File: src/rtl/uart_pkg.sv
// uart_pkg: types and helpers shared by the UART receive and transmit blocks.
// Latency: n/a (declarations only).
// Backpressure: n/a.
// Contents: receiver state enum, LCR field bit indices, word-length decode.
package uart_pkg;

  typedef enum logic [2:0] {
    RX_IDLE   = 3'd0,
    RX_START  = 3'd1,
    RX_DATA   = 3'd2,
    RX_PARITY = 3'd3,
    RX_STOP   = 3'd4
  } rx_state_e;

  // LCR field positions: word-length select is the 2-bit field starting at LCR_WLS.
  localparam int LCR_WLS = 0;
  localparam int LCR_PEN = 3;
  localparam int LCR_EPS = 4;

  // 2-bit word-length select to character length in bits (5..8).
  function automatic logic [3:0] word_len(input logic [1:0] wls);
    return 4'd5 + {2'b00, wls};
  endfunction

endpackage

File: src/rtl/uart_rx_sync.sv
// uart_rx_sync: multi-flop synchronizer for an asynchronous idle-high input.
// Latency: SYNC_STAGES clk from din to dout.
// Backpressure: none.
// Ports: clk, rst (sync, active-high, flops reset to 1), din (async), dout (synchronized).
module uart_rx_sync #(
  parameter int SYNC_STAGES = 2  // >= 2
) (
  input  logic clk,
  input  logic rst,
  input  logic din,
  output logic dout
);

  logic [SYNC_STAGES-1:0] sync_q;

  // Reset to 1 so an idle-high line never looks like a start edge out of reset.
  always_ff @(posedge clk) begin
    if (rst) begin
      sync_q <= '1;
    end else begin
      sync_q <= {sync_q[SYNC_STAGES-2:0], din};
    end
  end

  assign dout = sync_q[SYNC_STAGES-1];

endmodule

File: src/rtl/uart_rx.sv
// uart_rx: 16550-style serial receiver, oversampled, 5-8 data bits, optional parity, one stop bit.
// Latency: rx_done, data_ready, rbr_data and error flags update on the clk edge of the stop-bit sampling tick.
// Backpressure: none; a frame completing while RBR is unread (and not being read) is dropped and sets overrun_err.
// Ports: clk, rst (sync active-high), baud_tick (OVERSAMPLE x bit rate), srx (async serial in),
//        lcr (frame format), read_rbr / read_lsr (bus read strobes), rbr_data, data_ready,
//        parity_err / framing_err / overrun_err / break_int (sticky), rx_done (pulse), rx_busy.
// Optional build macro: UART_RX_MAJORITY_EN selects a 2-of-3 vote around each bit centre.
module uart_rx
  import uart_pkg::*;
#(
  parameter int OVERSAMPLE  = 16,  // even, 8..16 (tick counter is 4 bits wide)
  parameter int SYNC_STAGES = 2    // >= 2
) (
  input  logic       clk,
  input  logic       rst,
  input  logic       baud_tick,
  input  logic       srx,
  input  logic [7:0] lcr,
  input  logic       read_rbr,
  input  logic       read_lsr,
  output logic [7:0] rbr_data,
  output logic       data_ready,
  output logic       parity_err,
  output logic       framing_err,
  output logic       overrun_err,
  output logic       break_int,
  output logic       rx_done,
  output logic       rx_busy
);

  localparam logic [3:0] BIT_DEC = 4'(OVERSAMPLE - 1);

  logic s;

  uart_rx_sync #(.SYNC_STAGES(SYNC_STAGES)) u_sync (
    .clk  (clk),
    .rst  (rst),
    .din  (srx),
    .dout (s)
  );

  // bit_val is the line value decided at the current tick.
  logic bit_val;

`ifdef UART_RX_MAJORITY_EN
  // Decisions move one tick later (centre+1) so the two previous ticks (centre-1,
  // centre) are already captured. Data/stop decisions stay OVERSAMPLE ticks apart,
  // so relative to each bit they also land at centre+1.
  localparam logic [3:0] START_DEC = 4'(OVERSAMPLE / 2);

  logic [1:0] vote_q;

  always_ff @(posedge clk) begin
    if (rst) begin
      vote_q <= 2'b11;
    end else if (baud_tick) begin
      vote_q <= {vote_q[0], s};
    end
  end

  assign bit_val = (vote_q[1] & vote_q[0]) | (vote_q[1] & s) | (vote_q[0] & s);
`else
  localparam logic [3:0] START_DEC = 4'(OVERSAMPLE / 2 - 1);

  assign bit_val = s;
`endif

  rx_state_e  state_q, state_d;
  logic [3:0] tick_q, tick_d;
  logic [2:0] bit_q, bit_d;
  logic       armed_q, armed_d;
  logic [7:0] shift_q, shift_d;
  logic [1:0] wls_q, wls_d;
  logic       pen_q, pen_d;
  logic       eps_q, eps_d;
  logic       par_q, par_d;
  logic       frame_end;
  logic [3:0] wlen;

  // Only the frame-format fields of LCR are used here.
  logic unused_lcr;
  assign unused_lcr = ^{lcr[7:5], lcr[2]};

  assign wlen = word_len(wls_q);

  always_comb begin
    state_d   = state_q;
    tick_d    = tick_q;
    bit_d     = bit_q;
    armed_d   = armed_q;
    shift_d   = shift_q;
    wls_d     = wls_q;
    pen_d     = pen_q;
    eps_d     = eps_q;
    par_d     = par_q;
    frame_end = 1'b0;

    case (state_q)
      RX_IDLE: begin
        // Requiring a high level before each start keeps a held-low line to one character.
        if (s) begin
          armed_d = 1'b1;
        end else if (armed_q) begin
          state_d = RX_START;
          tick_d  = 4'd0;
          shift_d = 8'd0;
          wls_d   = lcr[LCR_WLS +: 2];
          pen_d   = lcr[LCR_PEN];
          eps_d   = lcr[LCR_EPS];
        end
      end

      RX_START: begin
        if (baud_tick) begin
          if (tick_q == START_DEC) begin
            if (!bit_val) begin
              state_d = RX_DATA;
              tick_d  = 4'd0;
              bit_d   = 3'd0;
            end else begin
              state_d = RX_IDLE;  // false start, stays armed
            end
          end else begin
            tick_d = tick_q + 4'd1;
          end
        end
      end

      RX_DATA: begin
        if (baud_tick) begin
          if (tick_q == BIT_DEC) begin
            tick_d         = 4'd0;
            shift_d[bit_q] = bit_val;
            if ({1'b0, bit_q} == wlen - 4'd1) begin
              state_d = pen_q ? RX_PARITY : RX_STOP;
            end else begin
              bit_d = bit_q + 3'd1;
            end
          end else begin
            tick_d = tick_q + 4'd1;
          end
        end
      end

      RX_PARITY: begin
        if (baud_tick) begin
          if (tick_q == BIT_DEC) begin
            tick_d  = 4'd0;
            par_d   = bit_val;
            state_d = RX_STOP;
          end else begin
            tick_d = tick_q + 4'd1;
          end
        end
      end

      RX_STOP: begin
        if (baud_tick) begin
          if (tick_q == BIT_DEC) begin
            tick_d    = 4'd0;
            frame_end = 1'b1;
            armed_d   = 1'b0;
            state_d   = RX_IDLE;
          end else begin
            tick_d = tick_q + 4'd1;
          end
        end
      end

      default: begin
        state_d = RX_IDLE;
      end
    endcase
  end

  // Frame-end evaluation; bit_val is the stop sample when frame_end is high.
  // Bits above the word length are zero (cleared at start), so ^shift_q covers data only.
  logic pe_calc, parity_hit, brk_hit, load_rbr;

  assign pe_calc    = eps_q ? (^shift_q ^ par_q) : ~(^shift_q ^ par_q);
  assign parity_hit = pen_q & pe_calc;
  assign brk_hit    = (shift_q == 8'd0) & (~pen_q | ~par_q) & ~bit_val;
  assign load_rbr   = ~data_ready | read_rbr;

  always_ff @(posedge clk) begin
    if (rst) begin
      state_q <= RX_IDLE;
    end else begin
      state_q <= state_d;
    end
  end

  always_ff @(posedge clk) begin
    if (rst) begin
      tick_q      <= 4'd0;
      bit_q       <= 3'd0;
      armed_q     <= 1'b0;
      shift_q     <= 8'd0;
      wls_q       <= 2'd0;
      pen_q       <= 1'b0;
      eps_q       <= 1'b0;
      par_q       <= 1'b0;
      rbr_data    <= 8'd0;
      data_ready  <= 1'b0;
      parity_err  <= 1'b0;
      framing_err <= 1'b0;
      overrun_err <= 1'b0;
      break_int   <= 1'b0;
      rx_done     <= 1'b0;
    end else begin
      tick_q  <= tick_d;
      bit_q   <= bit_d;
      armed_q <= armed_d;
      shift_q <= shift_d;
      wls_q   <= wls_d;
      pen_q   <= pen_d;
      eps_q   <= eps_d;
      par_q   <= par_d;
      rx_done <= frame_end;

      // Clears first; a same-cycle load or error set below takes priority.
      if (read_rbr) begin
        data_ready <= 1'b0;
      end
      if (read_lsr) begin
        parity_err  <= 1'b0;
        framing_err <= 1'b0;
        overrun_err <= 1'b0;
        break_int   <= 1'b0;
      end

      if (frame_end) begin
        if (load_rbr) begin
          rbr_data   <= shift_q;
          data_ready <= 1'b1;
        end else begin
          overrun_err <= 1'b1;
        end
        if (!bit_val) begin
          framing_err <= 1'b1;
        end
        if (parity_hit) begin
          parity_err <= 1'b1;
        end
        if (brk_hit) begin
          break_int <= 1'b1;
        end
      end
    end
  end

  assign rx_busy = (state_q != RX_IDLE);

endmodule

File: config.mk
export PLATFORM = sky130hd
export DESIGN_NAME = uart_rx
export DESIGN_NICKNAME = d
export VERILOG_FILES = /design/src/rtl/uart_pkg.sv /design/src/rtl/uart_rx_sync.sv /design/src/rtl/uart_rx.sv
export SDC_FILE = /design/constraint.sdc
export NUM_CORES = 1
export LEC_CHECK = 0
export CORE_ASPECT_RATIO = 0.6
export CORE_MARGIN = 8
export CORE_UTILIZATION = 50
export DETAILED_ROUTE_END_ITERATION = 8
export DONT_BUFFER_PORTS = 1
export PLACE_DENSITY = 0.62
export SYNTH_ARGS = -nofsm -noshare
export SYNTH_HDL_FRONTEND = slang
export SYNTH_SLANG_ARGS = --single-unit
File: constraint.sdc
create_clock -name clk -period 3.2 [get_ports clk]
set_clock_uncertainty 0.1 [all_clocks]
set_input_delay 0.32 -clock clk [delete_from_list [all_inputs] [get_ports clk]]
set_output_delay 0.32 -clock clk [all_outputs]
set_load 0.03 [all_outputs]
# ---- Word level (Yosys, flattened, before mapping)
# Cells that the tools add are included.
dict set report op_classes {
  add_sub_neg 4
  n_reduce_logical 18
  eq_ne 23
  n_bitwise 11
  mux 60
  order_cmp 2
}
# cell count
set op_table {}
lappend op_table {{two-way mux 3 bit} 18}
lappend op_table {{two-way mux 8 bit} 4}
lappend op_table {{two-way mux 4 bit} 7}
lappend op_table {{inequality test 2 bit, second input constant} 13}
lappend op_table {{two-way mux 1 bit} 23}
lappend op_table {{one-hot mux 8 bit (2 select lines)} 1}
lappend op_table {{one-hot mux 3 bit (5 select lines)} 1}
lappend op_table {{one-hot mux 4 bit (3 select lines)} 1}
lappend op_table {{AND reduction 11 bit} 1}
lappend op_table {{bitwise mux 8 bit} 1}
lappend op_table {{zero test 8 bit} 1}
lappend op_table {{parity 8 bit} 1}
lappend op_table {{AND reduction 7 bit} 1}
lappend op_table {{equality test 3 x 2 -> 1 bit, second input constant} 2}
lappend op_table {{one-hot mux 3 bit (2 select lines)} 1}
lappend op_table {{AND reduction 3 bit} 2}
lappend op_table {{AND reduction 6 bit} 1}
lappend op_table {{nonzero test 2 bit} 3}
lappend op_table {{nonzero test 3 bit} 2}
lappend op_table {{NOT 1 bit} 5}
lappend op_table {{AND reduction 5 bit} 1}
lappend op_table {{adder 3 x 2 -> 4 bit, first input constant} 1}
lappend op_table {{adder 4 x 1 -> 4 bit, second input constant} 1}
lappend op_table {{equality test 3 x 4 -> 1 bit} 1}
lappend op_table {{other kinds (21)} 25}
dict set report totals {
  inputBits 14
  register_bits 40
  wordCells 135
  out_inout_bits 15
}

# ---- Logic depth before layout (Yosys ltp)
dict set report logic_depth {
  ltp_word 8
  ltp_mapped 8
  ltp_nobuf 7
}

# ---- Hierarchy
# Synthesis repeated with hierarchy kept, for this count alone.
dict set report hier_totals {
  cells_unflattened 247
  area_unflattened_um2 1985.7
}
# mod n_inst area_each_um2 cells_per_inst
set modules_own_cells {}
lappend modules_own_cells {uart_rx 1 1933.1 243}
lappend modules_own_cells {uart_rx_sync 1 52.6 4}

# ---- Least setup slack after synthesis
# No wires, ideal clock.
dict set report synth_timing {
  path_kind {register to register}
  startpoint {register tick_q[0]}
  endpoint {register state_q[0]}
  setup_time_ns 0.123
  slack_ns 1.402
  n_path_buf 0
  arrival_ns 1.575
  stages_incl_launch_ff 6
  cell_sequence {dfxtp_1 ha_1 and3b_1 o31ai_2 nor3b_4 mux2_1}
}
dict set report synth_between {
  elab_chain_cells 3
}
# item line_no
set synth_lines {}
lappend synth_lines {{start: declaration} uart_rx.sv:69} ;# logic [3:0] tick_q, tick_d;
lappend synth_lines {{start signal: assignment} uart_rx.sv:211} ;# tick_q <= tick_d;
lappend synth_lines {{equality test 4 bit / equality test 4 x 3 -> 1 bit (equally long branches)} -}
lappend synth_lines {{inequality test 2 bit (no source line)} -}
lappend synth_lines {{AND reduction 11 bit (no source line) *} -}
lappend synth_lines {{end signal: assignment} uart_rx.sv:189} ;# state_q <= state_d;
lappend synth_lines {{end: declaration} uart_rx.sv:68} ;# rx_state_e state_q, state_d;
# Mark *: on every way between the ends. The rest lies on a longest branch, timed or not.
# A chain may end at the register's enable or synchronous reset.

# ---- Worst setup path in the final report
dict set report layout_timing {
  startpoint {register tick_q[0]}
  endpoint {register shift_q[4]}
}
dict set report layout_between {
  elab_chain_cells 3
}
# item line_no
set layout_lines {}
lappend layout_lines {{equality test 4 bit} uart_rx.sv:131} ;# if (tick_q == BIT_DEC) begin
lappend layout_lines {{inequality test 2 bit (no source line)} -}
lappend layout_lines {{AND reduction 5 bit (no source line)} -}
lappend layout_lines {{end signal: assignment} uart_rx.sv:214} ;# shift_q <= shift_d;
lappend layout_lines {{end: declaration} uart_rx.sv:72} ;# logic [7:0] shift_q, shift_d;
# Every way passes these cells.

==> results.yml <==
clocking:
  cts_resized: 0
  clock-sinks: 40
  ctsHoldBuffers: 1
  clkTransAtPathRegs_ps: 80
  clkLatencyLatePin_ps: 300
  cts_made_buffers: 5
  cts_tree: "done"
  cts_max_level: 2
  cts_buffer_depth: 2
  cts_setup_buffers: 0
  cts_root_buf: "clkbuf_8"
critical_path:
  rr_worst_depth: 6
  crit_type: "reg2reg"
  start_kind: "register"
  worstPathRequired_ps: 3280
  worstSetupEndpointType: "register"
  critPathMaxStageDelay_ps: 590
  critPathMaxFanout: 6
  slowest_stage: "a211oi_1"
  cp.arrival_ps: 2230
  cp_cell_sequence: "ha_1, and4_1, nand2_1, a211oi_1, a211o_1, o21ai_0"
hold_path:
  min_path_cells: 1
  hold_path.class: "in2reg"
finish:
  area_growth_pct: 4.88
  diodes: 0
  num-nets-final: 254
  nFillCells: 381
  drive_gt1_share_pct: 8.51
  layout_commonest_cell: "dfxtp_1"
  final_cell_mix: "40 x dfxtp_1, 37 x nor2_1, 19 x a21oi_1"
synth:
  ys.flop_type: "dfxtp_1"
  synth-xor-area-share_pct: 3.42
  netlist.area_leader.share_pct: 39.0
  yosysTopAreaCell: "dfxtp_1"
  synth_area_per_cell_um2: 8.54
  synthCells: 240
  synthTopCellsByArea: "dfxtp_1 39%, nor2_1 6.8%, a21oi_1 4.6%"
  synth-seq-cells: 40
  yosysWarningCount: 0
  synth_edf_count: 0
  syn_nets: 260
  syn_area_um2: 2050
  synth_top_family_by_area: "simple AND/OR/NAND/NOR gates"
  seq_area_frac_synth_pct: 39.0
  yosys.cell_types.count: 49
  synth_compound_area_share_pct: 20.9
  synthMuxAreaShare_pct: 4.51
  synth-simple-area-share_pct: 21.7
  synth-async-reset-ratio_pct: 0
  synthAdderAreaFrac_pct: 3.66
floorplan:
  io_pins: 29
  initial_core_util_pct: 50.9
  die_y_um: 65.6
  row_count: 18
  design.die.area_um2: 6470
  core_area_um2: 4030
  dieWidth_um: 98.7
sta:
  tns_ps: 0
  fmaxAchievable_mhz: 464
  rsz0062_at_grt: "no"
  min_period_ps: 2150
  slew_viol_final: 0
  finalCritPeriodShare_pct: 67.3
  setup_viol: 0
  final_hold_viol_count: 0
  worst_slew_margin_rel_pct: 43.6
  worst_slack_ps: 1050
  worst_pin_slew_ps: 842
global_route:
  grt_pass1_vias: 1452
  grt_max_degree: 23
  grt_pass1_wl_um: 7670
  antenna_found_initial: 0
  grt_remaining_overflow: 0
  grtUsageTotal_pct: 15.0
drt:
  wire_per_inst_um: 16.1
  finalWirelength_um: 4590
  drcViolationCount: 0
  drt_iter0_markers: 167
  postRouteAntennaNets: 0
  vias_per_cell: 5.66
  vias: 1612
  drt_first_pass_iters: 4
power_and_ir_drop:
  fin_total_pwr_mw: 1.04
  irDropWorstVdd_v: 0.000237
  power_density_nw_per_um2: 486
  leakage_nw: 0.788
job:
  cap_violations: 0
outcome:
  status: "complete, no violations"
placement:
  dp_slack_ps: 1080
  hpwl_um: 3220
  gp_congestion: 0.793
  port_buffers: 0
## power breakdown
group | leakage (nW) | total, mW | switching [mW] | internal [mW]
Sequential | 0.323 | 0.523 | 0.0170 | 0.506
Clock | 0.0552 | 0.411 | 0.180 | 0.232
Combinational | 0.409 | 0.110 | 0.0630 | 0.0474
Total | 0.788 | 1.04 | 0.260 | 0.785
## sequential cells by signal, summed over array words and instances (netlist names)
signal and count:
rbr_data 8, shift_q 8, tick_q 4, bit_q 3, state_q 3, u_sync.sync_q 2
wls_q 2, armed_q 1, break_int 1, data_ready 1, eps_q 1, framing_err 1
overrun_err 1, par_q 1, parity_err 1, pen_q 1, rx_done 1
## stage by stage
| stage | std cells | hold WS, ps | area [um2] | utilization (%) |
|---|---|---|---|---|
| 3_3_place_gp | 276 | 292 | 2030 | 50.4 |
| 4_1_cts | 285 | 12.4 | 2150 | 53.4 |
| 5_1_grt | 285 | 12.2 | 2150 | 53.4 |
| 2_1_floorplan | 240 | 289 | 2050 | - |
| 3_5_place_dp | 276 | 294 | 2030 | 50.4 |
| 6_report | 285 | 26.3 | 2150 | 53.4 |
## kinds of logic after synthesis
logic type,Yosys count
AND/OR/NAND/NOR,85
AO/OA/AOI/OAI,62
flip-flops,40
buffers and inverters,30
multiplexers,9
XOR/XNOR,8
adder cells (fa/ha/maj),6
## Yosys cell counts, types with 5 or more instances
library cell	instances
a211o_1	5
a21oi_1	19
clkbuf_1	7
dfxtp_1	40
ha_1	6
inv_1	16
mux2i_1	7
nand2_1	9
nand2b_1	5
nand3_1	9
nor2_1	37
o21ai_0	12
xnor2_1	8
## worst max-delay path: cells and delay by family, from the launching register on
family / cells / cell delay (ps)
AO/OA/AOI/OAI: 3 / 880
AND/OR/NAND/NOR: 2 / 460
flip-flops: 1 / 380
adder cells (fa/ha/maj): 1 / 230
## worst paths after layout
path                                     from                     endpoint  slack [ps]
setup reg to reg       tick_q[0]$_SDFFE_PP0P_      shift_q[4]$_SDFFE_PP0P_        1050
setup / recovery       tick_q[0]$_SDFFE_PP0P_      shift_q[4]$_SDFFE_PP0P_        1050
hold / removal                            srx  u_sync.sync_q[0]$_SDFF_PP1_          30
hold reg to reg   u_sync.sync_q[0]$_SDFF_PP1_  u_sync.sync_q[1]$_SDFF_PP1_         310
## cell type report
cell class / instances / area (um2) / share of cell area, %
Clock buffer: 6 / 72.6 / 3.37
Clock inverter: 2 / 35.0 / 1.63
Inverter: 16 / 60.1 / 2.79
Multi-Input combinational cell: 170 / 1110 / 51.6
Sequential cell: 40 / 801 / 37.2
Tap cell: 50 / 62.6 / 2.91
Timing Repair Buffer: 1 / 10.0 / 0.465
## per-layer routing
| metal | part of all wire (%) | routed length [um] | track usage, % | up-vias |
|---|---|---|---|---|
| li1 | - | - | - | 823 |
| met1 | 56 | 2550 | 22.7 | 747 |
| met2 | 37 | 1710 | 18.5 | 38 |
| met3 | 6.3 | 291 | 5.27 | 4 |
| met4 | 0.70 | 32 | 4.55 | 0 |
| met5 | 0 | 0 | 0 | - |
Note: power is estimated with default switching activity, not from simulation.
==> patch: new RTL, config.mk and constraints unchanged <==
Add a define of `UART_RX_MAJORITY_EN`.
--- a/src/rtl/uart_rx.sv
+++ b/src/rtl/uart_rx.sv
@@ -5,6 +5,8 @@
 //        lcr (frame format), read_rbr / read_lsr (bus read strobes), rbr_data, data_ready,
 //        parity_err / framing_err / overrun_err / break_int (sticky), rx_done (pulse), rx_busy.
 // Optional build macro: UART_RX_MAJORITY_EN selects a 2-of-3 vote around each bit centre.
+`define UART_RX_MAJORITY_EN
+
 module uart_rx
   import uart_pkg::*;
 #(
Function: no difference found for any inputs over 10 cycles, from zero or initial values and one cycle with rst high; that may be too few to reach the edited logic, so the function may still have changed.
==> patch against the unedited design <==
  * Wire length is 0.72% lower
  * Utilization is 1.1 points higher
  * Count of clock-buffer cells in the layout is 1 higher
  * Cell area is 2.6% higher
  * Setup slack worse by 120 ps
  * Highest routed layer unchanged
  * Synthesized area is 1.5% higher
  * First-iteration DRC count is 6.0% lower
  * Sequential cell count is 2 higher
Power is not compared: it rests on default switching activity, and its combinational part moved more than twofold at a synthesized area within 25%.
==> patch: results (changes against the unedited design) <==
DRT iter0 DRCs=157 (was 167); largest net degree at the start of global routing=28 (was 23); Hold Crit Start=rst (was srx); R2R setup slack=920 ps (was 1050 ps); grt met2 use=17.3% (was 18.5%); outcome=complete, no violations (unchanged); Clock transition at path regs=80 ps (about the same); pre-CTS setup slack=955 ps (was 1080 ps); Area contributors post-synth=dfxtp_1, nor2_1, a21oi_1 (unchanged); worst r2r path cells=5 (was 6); CP delay by family, top=simple AND/OR/NAND/NOR gates (was compound AO/OA/AOI/OAI gates); dpl hpwl=3.22 mm (about the same); clock sinks=42 (was 40); Tcrit/Tclk final=71.1% (was 67.3%); synth cell count leaders=dfxtp_1, nor2_1, a21oi_1, nand2_1, inv_1 (was dfxtp_1, nor2_1, a21oi_1, inv_1, o21ai_0); GR Util met3=6.09% (was 5.27%); vias per cell=5.72 (was 5.66); Unique masters post-synth=50 (was 49); RR Endpoint=tick_q[2] (was shift_q[4]); RR Startpoint=state_q[2] (was tick_q[0]); met2 wire length=1.50 mm (was 1.71 mm); vias in the first global route=1486 (was 1452); wire length on met1=2.58 mm (was 2.55 mm); GRT Total Usage=14.9% (was 15.0%); Placed Cells=279 (was 276); routed length on met3=462 um (was 291 um); Via Count=1646 (was 1612); Post-Syn Area per Cell=8.56 um2 (was 8.54 um2); critical path arrival=2390 ps (was 2230 ps); post-route cell area=0.00221 mm2 (was 0.00215 mm2); met1 usage=23.4% (was 22.7%); Layout fillers=394 (was 381); CP max stage delay=660 ps (was 590 ps); Placed Area=0.00209 mm2 (was 0.00203 mm2)
-- patch: cell count changes after synthesis, moves of 3 or more --
cell,unedited run,this run
o32ai_1,0,8
o21ai_0,12,9
buf_6,3,0
inv_1,16,13
clkbuf_1,7,12
o22ai_1,3,0
nor2_1,37,30
nand2_1,9,17
or3_1,1,4
a211o_1,5,2
mux2i_1,7,10
buf_2,4,1
nor2b_1,2,5
-- patch: how the worst min path moves through the flow --
stage	endpoint	slack, ps	cells after the start
6_report	state_q[0]	30	1
5_1_grt	state_q[0]	20	1
4_1_cts	state_q[0]	30	1
3_5_place_dp	u_sync.sync_q[1]	300	1
3_3_place_gp	u_sync.sync_q[1]	290	1
2_1_floorplan	u_sync.sync_q[1]	290	1
-- patch: cell families (layout without fill, tap and decap cells) --
| family | Yosys count | in the layout | synth area share, % |
|---|---|---|---|
| buffers and inverters | 28 | 23 | 5.11 |
| multiplexers | 10 | 10 | 4.81 |
| AO/OA/AOI/OAI | 55 | 55 | 18.0 |
| flip-flops | 42 | 42 | 40.4 |
| adder cells (fa/ha/maj) | 8 | 8 | 4.69 |
| XOR/XNOR | 7 | 7 | 2.95 |
| AND/OR/NAND/NOR | 93 | 93 | 24.1 |
-- patch: power breakdown --
group | leakage [uW] | switching (uW) | internal [uW] | total [uW]
combinational | 0.000356 | 28.0 | 17.8 | 45.7
sequential | 0.000340 | 9.57 | 529 | 538
clock | 0.0000524 | 172 | 234 | 406
-- patch: final cells by class --
class / instances / area [um2] / share of cell area, %
Multi-Input combinational cell: 173 / 1130 / 51.4
Sequential cell: 42 / 841 / 38.1
Clock inverter: 1 / 30.0 / 1.36
Clock buffer: 7 / 76.3 / 3.46
Inverter: 14 / 52.6 / 2.38
Timing Repair Buffer: 1 / 10.0 / 0.454
Tap cell: 50 / 62.6 / 2.84
